==> src/rtl/arb_pkg.sv <==
// arb_pkg: shared sizes, FSM state encoding and mode encoding for the 8-way arbiter.
package arb_pkg;
    localparam int N_REQ = 8;
    localparam int ID_W = 3;
    localparam logic MODE_FIXED = 1'b0;
    localparam logic MODE_RR = 1'b1;
    typedef enum logic [1:0] {IDLE, BUSY, GAP} state_t;
endpackage

==> src/rtl/pri_enc_8to3.sv <==
// pri_enc_8to3: combinational priority encoder, highest set index wins.
module pri_enc_8to3
    import arb_pkg::*;
(
    input  logic [N_REQ-1:0] vec,
    output logic [ID_W-1:0]  idx,
    output logic             valid
);
    always_comb begin
        idx = '0;
        for (int i = 0; i < N_REQ; i++) if (vec[i]) idx = ID_W'(i);
    end
    assign valid = |vec;
endmodule

==> src/rtl/priority_arbiter_8.sv <==
// priority_arbiter_8: 8-way fixed/round-robin arbiter with hold limit and one-cycle gap between grants.
module priority_arbiter_8
    import arb_pkg::*;
#(
    parameter int MAX_HOLD   = 16,
    parameter bit RR_DEFAULT = 1'b0
) (
    input  logic             clk,
    input  logic             rst_n,
    input  logic [N_REQ-1:0] req,
    input  logic             done,
    input  logic             mode_wr,
    input  logic             mode_in,
    output logic [N_REQ-1:0] gnt,
    output logic [ID_W-1:0]  gnt_id,
    output logic             gnt_valid,
    output logic             timeout
);
    state_t           state, state_nx;
    logic             mode;
    logic [ID_W-1:0]  last, rot_amt, enc_idx, win;
    logic [7:0]       cnt;
    logic [N_REQ-1:0] rot;
    logic             enc_valid, owner_req, hit_max, release_now, grant_now;

    // Fixed priority is round-robin with a rotation of zero, so one encoder serves both modes.
    assign rot_amt = (mode == MODE_RR) ? last : '0;
    assign rot = N_REQ'({req, req} >> rot_amt);
    pri_enc_8to3 u_enc (.vec(rot), .idx(enc_idx), .valid(enc_valid));
    assign win = enc_idx + rot_amt;

    assign owner_req = req[gnt_id];
    assign hit_max = cnt == 8'(MAX_HOLD - 1);
    assign release_now = done || !owner_req || hit_max;
    assign grant_now = state == IDLE && enc_valid;

    always_comb begin
        state_nx = (state == IDLE) ? (enc_valid ? BUSY : IDLE) :
                   (state == BUSY) ? (release_now ? GAP : BUSY) : IDLE;
    end

    always_ff @(posedge clk or negedge rst_n) begin
        if (!rst_n) begin
            state <= IDLE;
            gnt <= '0;
            gnt_id <= '0;
            gnt_valid <= 1'b0;
            timeout <= 1'b0;
            cnt <= '0;
            last <= '0;
            mode <= RR_DEFAULT;
        end else begin
            state <= state_nx;
            mode <= mode_wr ? mode_in : mode;
            timeout <= state == BUSY && !done && owner_req && hit_max;
            if (grant_now) begin
                gnt <= N_REQ'(1) << win;
                gnt_id <= win;
                gnt_valid <= 1'b1;
                cnt <= '0;
                last <= win;
            end else if (state == BUSY) begin
                if (release_now) begin
                    gnt <= '0;
                    gnt_id <= '0;
                    gnt_valid <= 1'b0;
                end
                cnt <= (cnt == 8'hff) ? cnt : cnt + 8'd1;
            end
        end
    end
endmodule

==> config.mk <==
export PLATFORM = sky130hd
export DESIGN_NAME = priority_arbiter_8
export DESIGN_NICKNAME = d
export VERILOG_FILES = /design/src/rtl/arb_pkg.sv /design/src/rtl/pri_enc_8to3.sv /design/src/rtl/priority_arbiter_8.sv
export SDC_FILE = /design/constraint.sdc
export NUM_CORES = 1
export LEC_CHECK = 0
export ABC_AREA = 0
export BUFFER_PORTS_ARGS = -buffer_cell sky130_fd_sc_hd__buf_2
export CAP_MARGIN = 20
export CORE_MARGIN = 3
export CORE_UTILIZATION = 33
export CTS_CLUSTER_SIZE = 24
export DETAILED_ROUTE_END_ITERATION = 6
export GPL_TIMING_DRIVEN = 0
export HOLD_SLACK_MARGIN = 0.1
export PLACE_DENSITY = 0.58
export SKIP_CTS_REPAIR_TIMING = 1
export SLEW_MARGIN = 15
export SYNTH_ARGS = -nofsm -noshare
export SYNTH_HDL_FRONTEND = slang
export SYNTH_SLANG_ARGS = --single-unit
==> constraint.sdc <==
create_clock -name clk -period 2.84 [get_ports clk]
set_input_delay 0.852 -clock clk [delete_from_list [all_inputs] [get_ports clk]]
set_output_delay 0.852 -clock clk [all_outputs]
set_load 0.005 [all_outputs]
# --- Word level (Yosys, flattened, before mapping) ---
# Index checks and enable logic that the tools add are counted.
totals:
  regBits: 27
  output_inout_bits: 13
classes:
  addsub: 2
  n_lt_le_gt_ge: 1
  eq_ne: 4
  shift: 2
  n_mux: 26
  n_reduce_logical: 14
ops:
  columns: ["cell", "n"]
  rows:
  - ["$mux 8", 6]
  - ["$mux 3", 8]
  - ["$shr 16x3->8", 1]
  - ["$mux 2", 5]
  - ["$add 8x1->8 const B", 1]
  - ["$eq 8x4->1 const B", 1]
  - ["$eq 8x8->1 const B", 1]
  - ["$reduce_or 8->1", 1]
  - ["$shl 1x3->8 const A", 1]
  - ["$mux 1", 6]
  - ["$logic_and 1x1->1", 4]
  - ["$lt 3x4->1 const B", 1]
  - ["$reduce_and 2->1", 2]
  - ["$reduce_bool 2->1", 2]
  - ["$add 3x3->3", 1]
  - ["$bmux 1 s3", 1]
  - ["$eq 2x1->1 const B", 1]
  - ["$logic_not 1->1", 2]
  - ["$logic_not 2->1", 1]
  - ["$logic_or 1x1->1", 2]
  - ["$ne 2x2->1 const B", 1]

# --- Depth between registers and ports, before layout ---
depth:
  ltp_word: 12
  ltp_mapped: 15

# --- Cells and area by module ---
# A second synthesis with hierarchy kept.
unflattened:
  hier_cells: 172
  area_unflattened_um2: 1679.1
modules_own_cells:
  columns: ["mod", "instances", "cells_per_inst", "area_per_inst_um2", "seq_area_each_um2"]
  rows:
  - ["priority_arbiter_8", 1, 160, 1612.8, 675.6]
  - ["pri_enc_8to3", 1, 12, 66.3, 0.0]

# --- Worst setup path before layout ---
# No wires, ideal clock.
synth_timing:
  path_type: "input port to flip-flop"
  start: "in req[4]"
  end: "reg last[2]"
  setup_ns: 0.125
  t_arrival_ns: 3.237
  path_slack_ns: -0.522
  stages: 13
  path_cell_list: "clkbuf_1 -> mux2i_1 -> a32o_1 -> a211o_1 -> and2_4 -> buf_6 -> a21oi_1 -> a31oi_1 -> ha_1 -> nand2b_1 -> a311oi_1 -> a211oi_4 -> mux2_2"
synth_via:
  elab_chain_cells: 9
synth_rtl:
  columns: ["item", "line_no", "text"]
  rows:
  - ["start: declaration", "priority_arbiter_8.sv:10", "input logic [N_REQ-1:0] req,"]
  - ["$shr 16x3->8 (*)", "priority_arbiter_8.sv:28", "assign rot = N_REQ'({req, req} >> rot_amt);"]
  - ["$mux 1", "pri_enc_8to3.sv:11", "for (int i = 0; i < N_REQ; i++) if (vec[i]) idx = ID_W'(i);"]
  - ["$mux 2 (2 in series)", "pri_enc_8to3.sv:11", null]
  - ["$mux 3 (4 in series)", "pri_enc_8to3.sv:11", null]
  - ["$add 3x3->3", "priority_arbiter_8.sv:30", "assign win = enc_idx + rot_amt;"]
  - ["end signal: assignment", "priority_arbiter_8.sv:61", "last <= win;"]
  - ["end: declaration", "priority_arbiter_8.sv:21", "logic [ID_W-1:0] last, rot_amt, enc_idx, win;"]
# Mark *: on every way between the ends. The rest lies on a longest branch, timed or not.
# A chain may end at the register's enable or synchronous reset.

# --- Final worst setup path ---
layout_timing:
  start: "in req[6]"
  end: "reg gnt[5]"
layout_via:
  elab_chain_cells: 11
layout_rtl:
  columns: ["item", "line_no", "text"]
  rows:
  - ["$shr 16x3->8", "priority_arbiter_8.sv:28", null]
  - ["$mux 1", "pri_enc_8to3.sv:11", null]
  - ["$mux 2 (2 in series)", "pri_enc_8to3.sv:11", null]
  - ["$mux 3 (4 in series)", "pri_enc_8to3.sv:11", null]
  - ["$add 3x3->3", "priority_arbiter_8.sv:30", null]
  - ["$shl 1x3->8", "priority_arbiter_8.sv:57", "gnt <= N_REQ'(1) << win;"]
  - ["$mux 8", "priority_arbiter_8.sv:56", "if (grant_now) begin"]
  - ["end signal: assignment", "priority_arbiter_8.sv:57", null]
  - ["end: declaration", "priority_arbiter_8.sv:14", "output logic [N_REQ-1:0] gnt,"]
# Parallel ways exist; a longest one is shown, timed or not. The select of a mux whose other input is x is not followed.

==> impl_metrics.toml <==
[status]
status = "finished, violations left"
violations = "setup timing"

[timing]
worst_slew_pin_slew_ns = 0.581
hold_violations = 0
rsz0062_at_grt = "true"
setup_tns_ns = -3.16
finalCriticalPeriod_ns = 3.17
max_freq_mhz = 316
max_slew_margin_pct = 61.3
min_period_over_period_pct = 112
whs_ns = 0.488
finalSetupViolations = 10
layout_setup_ws_ns = -0.327
maxSlewViolCount = 0
final.setup_skew_ns = 0.00455

[final_layout]
multi_input_area_um2 = 1290
antenna_cells = 0
drive_above_1_share_pct = 38.8
nets = 254
seq_area_um2 = 676
final_cell_area_um2 = 2510
instances_no_fill = 309
fill_cells = 531
synthToLayoutAreaGrowth_pct = 32.1

[yosys]
synth_flop_cell = "dfrtp_1"
ys_seq_area_share_pct = 35.5
syn_area_um2 = 1900
synthArstFlopShare_pct = 100
synth_edf_count = 0
syn_inst = 193
ys_ff_latch = 27
netlist-cell-type-count = 50
syn-num-nets = 209
synth.avg_cell_area_um2 = 9.85
yosysWarningCount = 0

[pwr]
p_leak_nw = 1.11
power_density_nw_per_um2 = 994
p_int_mw = 1.43
power_mw = 2.49
power_frac_comb_pct = 68.5
pwr-share-clk_pct = 8.6
p_seq_share_pct = 22.9
power.switching_mw = 1.06
ir_drop_mv = 0.505
p_sw_share_pct = 42.5

[clock_tree]
cts_tree = "done"
max-clock-path-buffers = 2
cts_buffers = 3
clkTransAtPathRegs_ns = 0.09
htree_levels = 1
cts_root_buf = "clkbuf_8"
clk_latency_ns = 0.27
clkSinkCount = 27

[floorplan]
die_w_um = 81.9
die-area_um2 = 6710
rows = 27
start_util_pct = 34.3
core_um2 = 5540
dieHeight_um = 81.9
ios = 26

[worst_setup_path]
r2r_start = "mode$_DFFE_PN0P_"
start_kind = "primary input"
r2r_slack_ns = -0.31
worst_ep_required_time_ns = 3.05
worstSetupPathType = "primary input to flop"
arrival_ns = 3.38
startpoint = "req[6]"
crit_path_end_kind = "flop"
r2r_end = "gnt[5]$_DFFE_PN0P_"
cp_max_fo = 8
worstRegToRegCells = 14
cp-endpoint = "gnt[5]$_DFFE_PN0P_"

[global_route]
grt_usage_pct = 14.8
grt_pass1_wl_um = 7690
use_met2_pct = 22.8
use_met3_pct = 1.54
antenna_found_initial = 0
grt-busiest-layer = "met2"
gr-usage-met1_pct = 21.9
first_global_vias = 1512
grt_max_degree = 28
grt-ovfl-total = 0

[route]
vias_per_cell = 5.57
ant_nets = 0
vias = 1720
first_pass_iters = 4
wl_per_cell_um = 16.0
drc = 0
wl_um = 4940
dr.first_iter.drc_count = 117

[placed_design]
port_buffers = 24
place_area_um2 = 2180
hpwl_um = 3300
gp_congestion = 0.789
dp_cells = 289

[flow_run]
cap_violations = 0

[worst_hold_path]
holdCritPathClass = "flop to flop"
final cells by class:
| cell class | instances | share of cell area (%) |
|---|---|---|
| Timing Repair Buffer | 41 | 11.4 |
| Tap cell | 72 | 3.59 |
| Inverter | 4 | 0.598 |
| Clock buffer | 3 | 1.65 |
| Clock inverter | 1 | 0.199 |
| Buffer | 12 | 4.34 |
| Sequential cell | 27 | 26.9 |
| Multi-Input combinational cell | 149 | 51.3 |
state kept, by name (all words and copies together), names as in the netlist:
signal / count
gnt: 8
gnt_valid: 1
gnt_id: 3
mode: 1
last: 3
cnt: 8
timeout: 1
state: 2
layer usage:
| metal | part of all wire, % | up-vias |
|---|---|---|
| li1 | - | 828 |
| met1 | 47 | 845 |
| met2 | 48 | 42 |
| met3 | 4.0 | 5 |
| met4 | 1.1 | 0 |
| met5 | 0 | - |
logic make-up after synthesis:
logic type | count (synthesis) | synth area share, %
AO/OA/AOI/OAI | 52 | 21.7
XOR/XNOR | 7 | 3.23
adder cells (fa/ha/maj) | 3 | 1.98
buffers and inverters | 17 | 5.73
flip-flops | 27 | 35.5
multiplexers | 17 | 12.0
AND/OR/NAND/NOR | 70 | 19.9
worst max-delay path, cell delays in order:
cell and delay (ns):
buf_2 0.15, nor2b_1 0.17, a2111oi_2 0.27, and4b_2 0.30
nor2_4 0.14, nand2_1 0.07, a21oi_2 0.18, a31oi_4 0.05
ha_4 0.19, a311o_1 0.31, a211oi_4 0.35, buf_12 0.16
a32o_1 0.16
worst min path at each step:
| stage | start | end | slack [ns] | depth (start not counted) |
|---|---|---|---|---|
| 3_3_place_gp | gnt_valid$_DFFE_PN0P_ | gnt_valid$_DFFE_PN0P_ | 0.46 | 1 |
| 6_report | gnt_valid$_DFFE_PN0P_ | gnt_valid$_DFFE_PN0P_ | 0.49 | 1 |
| 4_1_cts | gnt_valid$_DFFE_PN0P_ | gnt_valid$_DFFE_PN0P_ | 0.49 | 1 |
| 5_1_grt | gnt_valid$_DFFE_PN0P_ | gnt_valid$_DFFE_PN0P_ | 0.51 | 1 |
| 3_5_place_dp | gnt_valid$_DFFE_PN0P_ | gnt_valid$_DFFE_PN0P_ | 0.46 | 1 |
| 2_1_floorplan | gnt_valid$_DFFE_PN0P_ | gnt_valid$_DFFE_PN0P_ | 0.47 | 1 |
cell usage after synthesis (4+ instances only):
library cell	n	area, um^2
o2bb2ai_1	4	35.0
a2111oi_0	4	35.0
xor2_1	5	43.8
mux2_2	6	67.6
nor2_1	16	60.1
a32o_1	5	50.1
o21ai_0	5	25.0
nand2_1	13	48.8
dfrtp_1	27	676
a22o_1	4	35.0
buf_6	4	45.0
mux4_2	4	90.1
and3_1	7	43.8
inv_1	4	15.0
nand3_1	8	40.0
a21oi_1	8	40.0
mux2i_1	7	70.1
per-stage QoR:
step           worst slack (ns)  util, %
3_5_place_dp             -0.891     39.4
5_1_grt                  -0.465     45.3
4_1_cts                  -0.758     40.2
3_3_place_gp             -0.884     39.4
2_1_floorplan            -0.368        -
6_report                 -0.327     45.3
power by group through the flow:
stage	registers [mW]	clock network, mW	logic (mW)
floorplan	0.573	0	1.07
global placement	0.576	0	1.38
detailed placement	0.576	0	1.39
CTS	0.570	0.225	1.40
global route	0.585	0.240	1.86
finish	0.571	0.214	1.71
cell usage in the layout, fill, tap and decap left out, drive strengths merged, types with 6 or more instances in the layout:
cell,n
a21oi,8
and3,7
buf,47
clkbuf,9
dfrtp,27
mux2,6
mux2i,7
nand2,14
nand3,8
nor2,17
No activity file was read; power rests on OpenSTA's default activity.
